$ cat src/rtl/handshake_rr_arbiter.sv
// Round-robin merge of NUM_REQ ready/valid requesters into one registered output slot.
// The slot refills in the same cycle it drains, so a steady stream moves one payload per clock.
module handshake_rr_arbiter #(
  parameter int NUM_REQ = 3,
  parameter int WIDTH   = 4,
  parameter int IDX_W   = $clog2(NUM_REQ)
) (
  input  logic                     CLK,
  input  logic                     ASYNCRESET,
  input  logic [NUM_REQ-1:0]       in_valid,
  output logic [NUM_REQ-1:0]       in_ready,
  input  logic [NUM_REQ*WIDTH-1:0] in_data,
  output logic                     out_valid,
  input  logic                     out_ready,
  output logic [WIDTH-1:0]         out_data,
  output logic [IDX_W-1:0]         out_src,
  output logic                     out_orr,
  output logic                     out_andr
);

  logic                          full;
  logic [IDX_W-1:0]              ptr;
  logic [IDX_W-1:0]              sel;
  logic [IDX_W-1:0]              ptr_nxt;
  logic                          has_sel;
  logic                          found;
  logic                          can_load;
  logic                          accept;
  logic [NUM_REQ-1:0][WIDTH-1:0] req_data;
  logic [WIDTH-1:0]              sel_data;
  logic [WIDTH-1:0]              data_q;
  logic [IDX_W-1:0]              src_q;
  logic                          orr_q;
  logic                          andr_q;

  assign req_data = in_data;
  assign has_sel  = |in_valid;
  assign can_load = !full || out_ready;
  assign accept   = can_load && has_sel && !ASYNCRESET;

  // Rotating search: the first valid requester at or after ptr wins.
  always_comb begin
    sel   = '0;
    found = 1'b0;
    for (int k = 0; k < NUM_REQ; k++) begin
      if (!found && in_valid[(int'(ptr) + k) % NUM_REQ]) begin
        sel   = IDX_W'((int'(ptr) + k) % NUM_REQ);
        found = 1'b1;
      end
    end
  end

  assign sel_data = req_data[sel];
  assign ptr_nxt  = (int'(sel) == NUM_REQ - 1) ? '0 : sel + 1'b1;

  // Reset is folded in so no requester sees a grant while the block is held in reset.
  for (genvar i = 0; i < NUM_REQ; i++) begin : g_rdy
    assign in_ready[i] = accept && (int'(sel) == i);
  end

  always_ff @(posedge CLK or posedge ASYNCRESET) begin
    if (ASYNCRESET) begin
      full   <= 1'b0;
      ptr    <= '0;
      data_q <= '0;
      src_q  <= '0;
      orr_q  <= 1'b0;
      andr_q <= 1'b0;
    end else if (accept) begin
      full   <= 1'b1;
      ptr    <= ptr_nxt;
      data_q <= sel_data;
      src_q  <= sel;
      orr_q  <= |sel_data;
      andr_q <= &sel_data;
    end else if (full && out_ready) begin
      full <= 1'b0;
    end
  end

  assign out_valid = full;
  assign out_data  = data_q;
  assign out_src   = src_q;
  assign out_orr   = orr_q;
  assign out_andr  = andr_q;

endmodule

$ cat config.mk
export PLATFORM = sky130hd
export DESIGN_NAME = handshake_rr_arbiter
export DESIGN_NICKNAME = d
export VERILOG_FILES = /design/src/rtl/handshake_rr_arbiter.sv
export SDC_FILE = /design/constraint.sdc
export NUM_CORES = 1
export LEC_CHECK = 0
export CORE_AREA = 2 2 48 50
export CTS_CLUSTER_DIAMETER = 80
export CTS_CLUSTER_SIZE = 28
export DETAILED_ROUTE_END_ITERATION = 7
export DIE_AREA = 0 0 50 52
export PLACE_DENSITY = 0.88
export SYNTH_ARGS = -nofsm -noshare
export SYNTH_HDL_FRONTEND = slang
export SYNTH_SLANG_ARGS = --single-unit
$ cat constraint.sdc
create_clock -name CLK -period 3.7 [get_ports CLK]
set_clock_uncertainty 0.1 [all_clocks]
set_input_delay 0.555 -clock CLK [delete_from_list [all_inputs] [get_ports CLK]]
set_output_delay 0.555 -clock CLK [all_outputs]
set_load 0.05 [all_outputs]
# Word level (Yosys, flattened, before mapping)
# Index checks and enable logic that the tools add are counted.
dict set report totals {
  in_bits 18
  out_inout_bits 12
  wordCells 55
  register_bits 11
}
dict set report op_classes {
  order_cmp 4
  eq_ne 2
  div_mod_pow 3
  n_reduce_logical 18
  add_sub_neg 3
  mux 19
}
# op n
set ops {}
lappend ops {{32-bit by 4-bit less-than comparator with 1-bit output, second input constant} 3}
lappend ops {{32-bit by 3-bit remainder unit with 32-bit output, second input constant} 2}
lappend ops {{3-bit by 3-bit remainder unit with 32-bit output, second input constant} 1}
lappend ops {{1-bit 2-to-1 mux} 10}
lappend ops {{4-bit binary-select mux with 2-bit select} 1}
lappend ops {{1-bit logical AND} 8}
lappend ops {{2-bit 2-to-1 mux} 4}
lappend ops {{1-bit binary-select mux with 2-bit select} 3}
lappend ops {{2-bit equality test, second input constant} 2}
lappend ops {{1-bit zero test} 4}
lappend ops {{4-bit 2-to-1 mux} 1}
lappend ops {{4-bit AND reduction} 1}
lappend ops {{4-bit OR reduction} 1}
lappend ops {{2-bit by 1-bit adder with 3-bit output, second input constant} 1}
lappend ops {{2-bit by 2-bit adder with 3-bit output, second input constant} 1}
lappend ops {{2-bit by 3-bit less-than comparator with 1-bit output, second input constant} 1}
lappend ops {{3-bit OR reduction} 1}
lappend ops {{2-bit by 1-bit adder with 2-bit output, second input constant} 1}
lappend ops {{2-bit zero test} 1}
lappend ops {{2-bit nonzero test} 1}
lappend ops {{1-bit logical OR} 1}

# Longest topological paths before layout
# Gate-level depths: netlist of run 1.
dict set report depth {
  ltp_word 14
  depth_mapped 10
  ltp_nobuf 8
}

# Worst setup path after synthesis of run 1
# No wires, ideal clock.
dict set report synth_path {
  kind {flip-flop to output port}
  start {reg ptr[1]}
  end {out in_ready[2]}
  t_arrival_ps 2263
  stages_incl_launch_ff 10
  n_path_buf 2
  setup_slack_ps 782
  cell_sequence {dfrtp_1 -> inv_1 -> ha_1 -> buf_6 -> nand2b_1 -> a21oi_1 -> o32a_1 -> nand2b_1 -> buf_2 -> nor2_1}
}
dict set report synth_via {
  elab_chain_cells 13
  word_cells_on_any_way 25
  classes_between {add/sub: 2; div: 3; eq/ne: 1; mux: 14; reduce/logical: 5}
}
# element line_no
set synth_lines {}
lappend synth_lines {{from (decl)} 22} ;# logic [IDX_W-1:0] ptr;
lappend synth_lines {{from (signal assigned)} 71} ;# ptr <= ptr_nxt;
lappend synth_lines {{parallel branches: the longest is 10 deep, another holds 32-bit by 3-bit remainder unit with 32-bit output} n/a}
lappend synth_lines {{2-bit 2-to-1 mux *} 46} ;# if (!found && in_valid[(int'(ptr) + k) % NUM_REQ]) begin
lappend synth_lines {{2-bit equality test *} 58} ;# assign in_ready[i] = accept && (int'(sel) == i);
lappend synth_lines {{1-bit logical AND *} 58}
lappend synth_lines {{to (decl)} 11} ;# output logic [NUM_REQ-1:0] in_ready,
# Every way passes the cells marked *. The select of a mux whose other input is x is not followed.

# Final worst setup path of run 1
# Same ends and word-level chain as after synthesis.

==> qor.yml, run 1 <==
synth.cell_area_um2: 905.9
diodes: 0
design_area_um2: 1255
mostFrequentLayoutCells: "clkdlybuf4s50_1 (26), dfrtp_1 (11), inv_1 (8)"
internal-power_mw: 0.5133
peakVddDrop_mv: 0.5827
p_switching_mw: 0.5327
p_clk_share_pct: 8.0
yosys.area.top_type_share_pct: 30.39
wl_um: 2443
tightest_slew_ns: 0.5698
grt-ovfl-total: 0
synthTopCellsByArea: "dfrtp_1 (30%), ha_1 (5.5%), nand2b_1 (4.1%), nor3_1 (3.9%), o21ai_0 (3.3%)"
yosysSeqAreaShare_pct: 30.39
cts_buffer_depth: 2
grt_usage_pct: 19.44
reg2reg_from: "ptr[0]"
die_h_um: 52
cp_data_arrival_time_ns: 2.60
min_path_cells: 1
globalplace.congestion: 0.8346
dp_cells: 158
synth_top_flop_cell: "dfrtp_1"
slew_headroom_pct: 61.72
crit_path_end_kind: "primary output"
clk_latency_ns: 0.27
coreArea_um2: 2106
timing.hold.ws_ns: 0.3897
die-area_um2: 2600
first_pass_iters: 4
antenna_found_initial: 0
status: "finished clean"
finalCriticalPeriod_ns: 3.259
syn_inst: 104
initial_utilization_pct: 43.02
seqPwrFrac_pct: 19.4
wire_per_inst_um: 15.08
leakage_nw: 0.5480
htree_levels: 1
synth_area_per_cell_um2: 8.710
cts_tree: "built"
p_sw_share_pct: 50.93
drv_cap: 0
reg2reg_depth: 8
port_buffers: 29
reg2reg_to: "out_orr"
grt_pass1_wl_um: 3788
ant_nets: 0
clkSinkCount: 11
slew_violations: 0
placementRows: 17
drc: 0
placed_area_um2: 1229
async_flop_share_pct: 100.0
hp-class: "reg -> reg"
cts_root_buf: "clkbuf_4"
syn_nets: 126
hold_viol_final: 0
combPwrFrac_pct: 72.6
drtIter0Drc: 16
post_cts_buffers: 0
synth_cell_types: 40
via_count: 889
setup_tns_ns: 0
worstPathCellList: "inv_1 -> ha_1 -> nand2b_1 -> a21oi_1 -> o32a_1 -> nand2b_1 -> nor2_1 -> buf_12"
setup_viol: 0
worstHoldStart: "out_data[1]"
cp_slowest_cell: "o32a_1"
cts_buffers: 3
utilization_pct: 59.60
power.density_nw_per_um2: 833.4
crit_fanout: 9
areaGrowthSynthToFinish_pct: 38.54
synth_seq_cells: 11
grt_pass1_vias: 890
startpoint_type: "flip-flop"
post_cts_resize_count: 0
pin_count: 30
period_share_pct: 88.08
synth_edf_count: 0
rsz0062_at_grt: "no"
max_freq_ghz: 0.3068
timing.critical_path.mode_cell: "nand2b_1"
final_cell_count_no_fill: 162
yosys.area.top_type: "dfrtp_1"
slowest_delay_ns: 0.45
drive_above_1_share_pct: 10.45
avgViaCountPerCell: 5.488
min_to: "out_data[1]"
place_hpwl_um: 1925
finalNetCount: 157
cts_hold_buf: 0
cts.clk_slew.worst_paths_ns: 0.07
yosys_warnings: 0
grt_max_degree: 14
layout_commonest_cell: "clkdlybuf4s50_1"
crit_required_ns: 3.04
die_x_um: 50
reg2reg_slack_ns: 0.96
crit_type: "reg -> out"
==> flip-flops by register name, summed over array words and instances, names as in the netlist <==
name	cells
out_src	2
ptr	2
out_orr	1
out_valid	1
out_data	4
out_andr	1
==> metrics by stage <==
stage / setup slack (ns) / total power, mW
floorplan: 0.7825 / 0.7531
global placement: 0.5538 / 0.9342
detailed placement: 0.5386 / 0.9571
CTS: 0.4350 / 1.047
global route: 0.2591 / 1.108
finish: 0.4410 / 1.046
==> power by group through the flow <==
| stage | registers [mW] | logic (mW) | clock network, mW |
|---|---|---|---|
| 6_report | 0.203 | 0.759 | 0.0836 |
| 3_3_place_gp | 0.201 | 0.733 | 0 |
| 2_1_floorplan | 0.344 | 0.409 | 0 |
| 4_1_cts | 0.203 | 0.756 | 0.0882 |
| 5_1_grt | 0.209 | 0.809 | 0.0905 |
| 3_5_place_dp | 0.205 | 0.753 | 0 |
==> cell usage after synthesis, types with 3 or more instances <==
library cell	number
nor2_1	4
nand2_1	6
dfrtp_1	11
and2_1	3
or3_1	3
o21ai_0	6
nor3_1	7
ha_1	4
inv_1	8
nand2b_1	6
a21o_1	4
a21oi_1	4
nand3_1	3
nor2b_1	3
==> critical path, delay by kind of cell, from the launching register on <==
family | cells | cell delay [ns]
and+or+nand+nor | 3 | 0.80
AOI/OAI and AO/OA | 2 | 0.52
DFF | 1 | 0.40
adders and majority gates | 1 | 0.32
buffers and inverters | 2 | 0.28
==> worst max-delay path by stage <==
stage,start,to,slack (ns)
final,ptr[1],in_ready[2],0.44
after global routing,ptr[1],in_ready[2],0.26
after CTS,ptr[1],in_ready[2],0.43
after detailed placement,in_valid[0],in_ready[2],0.54
after global placement,in_valid[2],in_ready[1],0.55
after floorplan,ptr[1],in_ready[2],0.78
==> per-layer routing <==
layer  vias up  track usage [%]  wire length (um)
met3         8            2.299                96
met4         0            14.81                72
met5         -                0                 0
met2        26            31.36              1167
li1        445                -                 -
met1       410            23.66              1107
==> layout make-up <==
type                       instances  area, um^2
fill                             189       850.8
inverter                           8       30.03
timing repair buffer              29       307.8
sequential                        11       275.3
tap                               28       35.03
clock buffer                       4       26.28
multi-input combinational         82       580.6
==> kinds of logic after synthesis <==
kind of cell    count (synthesis)  share of synthesized area, %
simple gates                   45                         30.11
compound gates                 28                         22.10
buf+inv                        11                         5.524
flops                          11                         30.39
mux                             5                         6.353
fa+ha+maj                       4                         5.525
(Power assumes the default switching activity.)
==> inputs of run 2 (changes only) <==
--- a/config.mk
+++ b/config.mk
@@ -5,12 +5,13 @@
 export SDC_FILE = /design/constraint.sdc
 export NUM_CORES = 1
 export LEC_CHECK = 0
-export CORE_AREA = 2 2 48 50
+export CAP_MARGIN = 20
+export CORE_AREA = 2 2 60 51
 export CTS_CLUSTER_DIAMETER = 80
 export CTS_CLUSTER_SIZE = 28
 export DETAILED_ROUTE_END_ITERATION = 7
-export DIE_AREA = 0 0 50 52
-export PLACE_DENSITY = 0.88
+export DIE_AREA = 0 0 62 53
+export PLACE_DENSITY = 0.73
 export SYNTH_ARGS = -nofsm -noshare
 export SYNTH_HDL_FRONTEND = slang
 export SYNTH_SLANG_ARGS = --single-unit
==> run 2 against run 1 <==
Effect of this change:
- die area increased by 26%
- worst hold slack got worse by 0.010 ns
- clock-buffer cell count unchanged
- highest routed layer unchanged
==> qor.yml, run 2 (synthesized netlist as in run 1, its figures left out) <==
setup_viol: 0
initial_utilization_pct: 34.07
via_count: 934
first_pass_iters: 4
dp_cells: 169
timing.hold.ws_ns: 0.3797
grtUsageMet2_pct: 22.40
worstPathCellList: "inv_1 -> ha_1 -> nand2b_1 -> a21oi_1 -> o32a_1 -> nand2b_1 -> nor2_1 -> buf_4"
reg2reg_slack_ns: 0.92
layout_commonest_cell: "clkdlybuf4s50_1"
grt_usage_pct: 16.54
post_cts_resize_count: 0
die-area_um2: 3286
period_share_pct: 85.65
grt_max_degree: 13
max_freq_ghz: 0.3155
wire_per_inst_um: 14.57
drv_cap: 0
cts_tree: "built"
post_cts_buffers: 0
htree_levels: 1
globalplace.congestion: 0.9004
cp_slowest_cell: "o32a_1"
leakage_nw: 0.5532
grt_util_met1_pct: 25.34
drc: 0
startpoint_type: "flip-flop"
cts_buffers: 3
cts_buffer_depth: 2
crit_required_ns: 3.04
grt_pass1_wl_um: 4008
timing.critical_path.mode_cell: "nand2b_1"
placementRows: 17
design_area_um2: 1275
placed_area_um2: 1249
cp_data_arrival_time_ns: 2.51
peakVddDrop_mv: 0.5127
diodes: 0
hp-class: "reg -> reg"
cts_root_buf: "clkbuf_4"
utilization_pct: 47.95
wl_um: 2521
grt_use_met3_pct: 2.934
clk_latency_ns: 0.25
slew_headroom_pct: 65.73
final_cell_count_no_fill: 173
slowest_delay_ns: 0.43
areaGrowthSynthToFinish_pct: 40.75
finalCriticalPeriod_ns: 3.169
place_hpwl_um: 1985
tightest_slew_ns: 0.5124
antenna_found_initial: 0
clkSinkCount: 11
crit_path_end_kind: "primary output"
drtIter0Drc: 89
cts_hold_buf: 0
setup_tns_ns: 0
status: "finished clean"
largest_register_ffs: 4
mostFrequentLayoutCells: "clkdlybuf4s50_1 (26), dfrtp_1 (11), inv_1 (8)"
port_buffers: 29
die_h_um: 53
coreArea_um2: 2659
power.density_nw_per_um2: 826.7
grt_pass1_vias: 871
slew_violations: 0
finalNetCount: 158
busiest_layer: "met1"
avgViaCountPerCell: 5.399
hold_viol_final: 0
drive_above_1_share_pct: 11.11
rsz0062_at_grt: "no"
pin_count: 30
crit_fanout: 9
crit_type: "reg -> out"
die_x_um: 62
grt-ovfl-total: 0
ant_nets: 0
cts.clk_slew.worst_paths_ns: 0.06
## run 2: area by class of cell
class	instances	area [um^2]
repair buffers	30	315.3
inverters	8	30.03
flip-flops and latches	11	275.3
multi-input cells	82	580.6
well taps	38	47.55
clock buffers	4	26.28
fillers	252	1384
## run 2: power by group
group          total [mW]  internal (mW)  switching, mW
clock              0.0752         0.0415         0.0337
combinational       0.776          0.309          0.467
sequential          0.203          0.171         0.0320
## run 2: path summary, 6_finish.rpt
check	start	end	depth (start not counted)
setup / recovery	ptr[1]	in_ready[2]	8
hold / removal	out_src[1]	out_src[1]	1
setup reg to reg	ptr[0]	out_orr	8
hold reg to reg	out_src[1]	out_src[1]	1
max in group asynchronous	ASYNCRESET	out_orr	2
min in group asynchronous	ASYNCRESET	out_data[3]	2
## run 2: stage by stage
step                power, mW  setup WS [ns]
floorplan              0.7531         0.7825
global placement       0.9509         0.6201
detailed placement     0.9661         0.5663
CTS                     1.052         0.5351
global route            1.122         0.3693
finish                  1.054         0.5309
## run 2: per-layer routing
layer | wire (um) | vias up
li1 | - | 444
met1 | 1227 | 443
met2 | 1098 | 41
met3 | 161 | 6
met4 | 35 | 0
met5 | 0 | -
## run 2: critical path: cells and delay by family (launching register included)
| family | cells | cell delay [ns] |
|---|---|---|
| buffers and inverters | 2 | 0.33 |
| AO/OA/AOI/OAI | 2 | 0.50 |
| adder cells (fa/ha/maj) | 1 | 0.31 |
| flip-flops | 1 | 0.39 |
| AND/OR/NAND/NOR | 3 | 0.72 |
